==> src/rtl/mux_serializer.sv <==
// mux_serializer: shifts a 16-bit word out one bit per beat by stepping the
// select of an external 16:1 mux, waiting BIT_CYCLES settle cycles per bit.
module mux_serializer #(
    parameter int BIT_CYCLES = 1,
    parameter bit MSB_FIRST  = 1'b0
) (
    input  logic        clk,
    input  logic        rst_n,
    input  logic        flush,
    input  logic [15:0] in_data,
    input  logic        in_valid,
    output logic        in_ready,
    output logic [15:0] mux_in,
    output logic [3:0]  mux_sel,
    input  logic        mux_out,
    output logic        ser_bit,
    output logic        ser_valid,
    input  logic        ser_ready,
    output logic        ser_first,
    output logic        ser_last,
    output logic [7:0]  frame_cnt,
    output logic        dbg_state
);

    typedef enum logic {
        IDLE  = 1'b0,
        SHIFT = 1'b1
    } state_t;

    localparam logic [3:0] HOLD_MAX  = 4'(BIT_CYCLES - 1);
    localparam logic [3:0] SEL_START = MSB_FIRST ? 4'd15 : 4'd0;

    state_t     state;
    logic [3:0] bit_idx;
    logic [3:0] hold_cnt;
    logic       ready_en;
    logic       load;
    logic       xfer;

    // Handshakes: a word/bit moves on a rising edge where valid & ready are
    // both high; ser_valid never depends on ser_ready, and once raised the
    // bit and mux_sel stay stable until the sink takes it.
    assign in_ready  = ready_en & (state == IDLE) & ~flush;
    assign load      = in_valid & in_ready;
    assign ser_valid = (state == SHIFT) & (hold_cnt == HOLD_MAX);
    assign xfer      = ser_valid & ser_ready;
    assign ser_bit   = mux_out;
    assign ser_first = ser_valid & (bit_idx == 4'd0);
    assign ser_last  = ser_valid & (bit_idx == 4'd15);
    assign dbg_state = (state == SHIFT);

    // ready_en keeps in_ready low until the first edge after reset release.
    always_ff @(posedge clk or negedge rst_n) begin
        if (!rst_n) begin
            state     <= IDLE;
            mux_in    <= 16'd0;
            mux_sel   <= 4'd0;
            bit_idx   <= 4'd0;
            hold_cnt  <= 4'd0;
            frame_cnt <= 8'd0;
            ready_en  <= 1'b0;
        end else begin
            ready_en <= 1'b1;
            if (flush) begin
                state    <= IDLE;
                bit_idx  <= 4'd0;
                hold_cnt <= 4'd0;
            end else begin
                case (state)
                    IDLE: begin
                        if (load) begin
                            mux_in   <= in_data;
                            mux_sel  <= SEL_START;
                            bit_idx  <= 4'd0;
                            hold_cnt <= 4'd0;
                            state    <= SHIFT;
                        end
                    end
                    SHIFT: begin
                        if (xfer) begin
                            hold_cnt <= 4'd0;
                            if (bit_idx == 4'd15) begin
                                // mux_in and mux_sel are left on the last bit
                                state     <= IDLE;
                                frame_cnt <= frame_cnt + 8'd1;
                            end else begin
                                bit_idx <= bit_idx + 4'd1;
                                mux_sel <= MSB_FIRST ? (mux_sel - 4'd1) : (mux_sel + 4'd1);
                            end
                        end else if (hold_cnt != HOLD_MAX) begin
                            hold_cnt <= hold_cnt + 4'd1;
                        end
                    end
                    default: state <= IDLE;
                endcase
            end
        end
    end

endmodule

==> config.mk <==
export PLATFORM = sky130hd
export DESIGN_NAME = mux_serializer
export DESIGN_NICKNAME = d
export VERILOG_FILES = /design/src/rtl/mux_serializer.sv
export SDC_FILE = /design/constraint.sdc
export NUM_CORES = 1
export LEC_CHECK = 0
export ABC_AREA = 1
export BUFFER_PORTS_ARGS = -buffer_cell sky130_fd_sc_hd__buf_2
export CORE_MARGIN = 10
export CORE_UTILIZATION = 30
export DETAILED_ROUTE_END_ITERATION = 16
export PLACE_DENSITY_LB_ADDON = 0.05
export SLEW_MARGIN = 30
export SYNTH_ARGS = -nofsm -noshare
export SYNTH_HDL_FRONTEND = slang
export SYNTH_SLANG_ARGS = --single-unit
==> constraint.sdc <==
create_clock -name clk -period 1.6 [get_ports clk]
set_input_delay 0.16 -clock clk [delete_from_list [all_inputs] [get_ports clk]]
set_output_delay 0.16 -clock clk [all_outputs]
set_load 0.05 [all_outputs]
# Word level (Yosys, flattened, before mapping)
# Index checks and enable logic that the tools add are counted.
dict set report totals {
  reg_bits 38
  inputBits 22
  output_inout_bits 34
  elab_cells 53
}
dict set report op_classes {
  addsub 4
  eq_ne 8
  muxes 17
  bitwise_logic 9
  n_reduce_logical 8
}
# cell count
set op_table {}
lappend op_table {{$mux 4} 9}
lappend op_table {{$pmux 4 s2} 3}
lappend op_table {{$add 4x1->4 const B} 3}
lappend op_table {{$add 8x1->8 const B} 1}
lappend op_table {{$logic_not 4->1} 2}
lappend op_table {{$reduce_and 4->1} 2}
lappend op_table {{$and 1x1->1} 7}
lappend op_table {{$ne 3x3->1 const B} 2}
lappend op_table {{$reduce_and 3->1} 2}
lappend op_table {{$eq 4x4->1 const B} 1}
lappend op_table {{$mux 1} 4}
lappend op_table {{$ne 2x2->1 const B} 2}
lappend op_table {{$ne 4x2->1 const B} 1}
lappend op_table {{$reduce_bool 4->1} 1}
lappend op_table {{$ne 3x2->1 const B} 1}
lappend op_table {{$ne 2x1->1 const B} 1}
lappend op_table {{$not 1->1} 2}
lappend op_table {{$pmux 1 s2} 1}
lappend op_table {{$reduce_and 2->1} 1}

# Longest topological paths before layout
dict set report logic_depth {
  word_depth 7
  mapped_depth 9
}

# Worst setup path after synthesis
# No wires, ideal clock.
dict set report synth_path {
  kind {register -> output}
  from {reg state, in the netlist dbg_state}
  to {out ser_first}
  t_arrival_ns 2.342
  t_required_ns 1.440
  slack_ns -0.902
  path_stages_with_launch 3
  n_path_buf 0
  cell_sequence {dfrtp_1 nand2_1 nor4_1}
}
dict set report synth_between {
  elab_chain_cells 2
}
# element line_no
set synth_lines {}
lappend synth_lines {{start: declaration} 33} ;# state_t state;
lappend synth_lines {{start signal: assignment} 55} ;# state <= IDLE;
lappend synth_lines {{start signal: assignment} 65} ;# state <= IDLE;
lappend synth_lines {{start signal: assignment} 76} ;# state <= SHIFT;
lappend synth_lines {{$and 1x1->1} 45} ;# assign ser_valid = (state == SHIFT) & (hold_cnt == HOLD_MAX);
lappend synth_lines {{$and 1x1->1} 48} ;# assign ser_first = ser_valid & (bit_idx == 4'd0);
lappend synth_lines {{end: declaration} 19} ;# output logic ser_first,
# Every way passes these cells.

# Worst setup path in the final report
dict set report layout_path {
  from {reg hold_cnt[1]}
  to {out ser_first}
}
dict set report layout_between {
  elab_chain_cells 3
}
# element line_no
set layout_lines {}
lappend layout_lines {{start: declaration} 35} ;# logic [3:0] hold_cnt;
lappend layout_lines {{start signal: assignment} 91} ;# hold_cnt <= hold_cnt + 4'd1;
lappend layout_lines {{$logic_not 4->1} 45}
lappend layout_lines {{$and 1x1->1} 45}
lappend layout_lines {{$and 1x1->1} 48}
# Every way passes these cells.

==> out/results.ini <==
[run_status]
status = complete, but fails checks
violations = setup timing

[timing]
slew_viol_final = 0
setup_viol = 1
clock.fmax_mhz = 612.7
hold_viol = 0
fin_crit_sh_pct = 102.0
fin_crit_ns = 1.632
rsz0062_at_grt = yes
final.setup.tns_ns = -0.03224
setup_ws_ns = -0.03224
finalClockSkew_ns = 0.004020
holdWs_ns = 0.09396

[worst_setup_path]
critPathTopFamily = flip-flops
worst_ep_arrival_time_ns = 1.47
critical-path-max-stage-delay_ns = 0.39
crit_chain = inv_1 > ha_2 > nand2_2 > inv_2 > nand2_4 > nor4_4 > buf_6
critical_path_class = flip-flop to primary output
worstPathMaxFanout = 3
endpoint_kind = primary output
worst-path-buf-inv = 3
critPathRequiredTime_ns = 1.44
worstSetupStartpointType = flip-flop
cpMaxStageDelayCell = dfrtp_1

[routing]
drt_wl_total_um = 4534
vias = 1500
via_per_inst = 4.373
drtIter0Drc = 40
wl_per_cell_um = 13.22
dr.pass1.iters = 4
drc = 0
postRouteAntennaNets = 0

[final_layout]
mostFrequentLayoutCells = nand2_1 (59), buf_2 (49), dfrtp_1 (36)
syn_to_final_growth_pct = 32.12
finalNonFillerCells = 343
nNetsFinal = 293
mostFrequentLayoutCell = nand2_1
drive_gt1_share_pct = 39.47
antenna_cells = 0

[synth]
yosys_warnings = 0
ys_seq_area_share_pct = 49.22
ys_types = 23
synth-seq-cells = 38
synthCells = 200
syn_nets = 228
synth_area_um2 = 1932
syn-mean-instance-area_um2 = 9.659

[place]
gp_congestion = 0.7584
io_buffers = 53
dp_hpwl_um = 3370
dp.cells = 334
place_ws_ns = 0.09495

[clocking]
cts.sink_count = 38
clock_latency_ns = 0.29
cts_tree = built
clk_path_buf_depth = 2
cts_made_buffers = 5
clk_pin_slew_ns = 0.08
root_buffer = clkbuf_8
h-tree-depth = 2

[power_and_ir_drop]
p_per_area_nw_per_um2 = 1634
p_leak_nw = 1.362
p_total_mw = 4.172
irDropWorstVdd_mv = 1.013

[global_routing]
grt_pass1_wl_um = 7486
grt_use_total_pct = 9.144
overflow = 0
grt_max_degree = 39
grt_pass1_vias = 1484
antenna_found_initial = 0

[floorplanning]
ios = 56
start_util_pct = 30.60
die-area_um2 = 10050
rows = 29
die_h_um = 100.2
die_x_um = 100.2
coreArea_um2 = 6314

[hold_path]
hp-class = input pin to flip-flop

[job]
max-cap-violations = 0

report_power, final:
part	switching, mW	internal (mW)
Combinational	1.27	0.549
Sequential	0.145	1.18
Clock	0.357	0.665
routing by layer:
| layer | GRT usage [%] | routed length [um] | vias up |
|---|---|---|---|
| met2 | 13.16 | 1939 | 40 |
| li1 | - | - | 763 |
| met1 | 11.63 | 2161 | 693 |
| met4 | 3.587 | 42 | 0 |
| met5 | 0 | 0 | - |
| met3 | 4.121 | 390 | 4 |
flip-flops by register name, summed over array words and instances (netlist names):
signal     flops
mux_in        16
hold_cnt       4
ready_en       1
bit_idx        4
mux_sel        4
frame_cnt      8
dbg_state      1
cells in the mapped netlist (all sizes together):
library cell | number | area (um2)
dfrtp | 38 | 950.9
or2 | 1 | 8.760
nand2 | 65 | 249.0
o21ai | 7 | 35.03
nor4 | 1 | 6.260
nor3 | 3 | 15.01
nand4 | 3 | 18.77
inv | 19 | 71.32
conb | 1 | 3.750
ha | 6 | 75.07
xor2 | 6 | 52.55
nor2 | 12 | 67.56
mux2 | 16 | 217.7
nand3b | 1 | 7.510
buf | 3 | 30.03
xnor2 | 4 | 35.03
nand3 | 14 | 87.59
layout make-up:
type                    instances  area, um2
clock buffers                   6      82.58
repair buffers                 61      361.6
fillers                       633       3761
clock inverters                 2      60.06
inverters                      19      71.32
well taps                      77      96.34
multi-input cells             140      927.1
flip-flops and latches         38      953.4
cell families after synthesis:
kind of cell	share of synthesized area, %
AO/OA/AOI/OAI	1.813
flip-flops	49.22
buffers and inverters	5.246
adder cells (fa/ha/maj)	3.886
multiplexers	11.27
other	0.1941
AND/OR/NAND/NOR	23.83
XOR/XNOR	4.533
path summary, 6_finish.rpt:
kind                                  start         end  slack, ns  cells past startpoint
worst max-delay path            hold_cnt[1]   ser_first      -0.03                      7
worst min-delay path            in_data[14]  mux_in[14]       0.09                      2
worst max register to register  hold_cnt[1]  mux_sel[0]       0.10                      8
worst min register to register    mux_in[7]   mux_in[7]       0.50                      1
max in group asynchronous             rst_n   dbg_state       1.02                      3
min in group asynchronous             rst_n   mux_in[1]       0.37                      3
per-stage QoR:
step,cell area (um2),util (%)
floorplan,1953,-
global placement,2350,37.22
detailed placement,2350,37.22
CTS,2530,40.07
global route,2552,40.43
finish,2552,40.43
repair_timing:
item,CTS,global route
endpoints found under the hold margin,38,0
pin swaps,1,0
hold buffers,1,0
gates resized for setup,10,10
setup endpoints to repair,3,19
setup buffers,0,0
No activity file was read; power rests on OpenSTA's default activity.
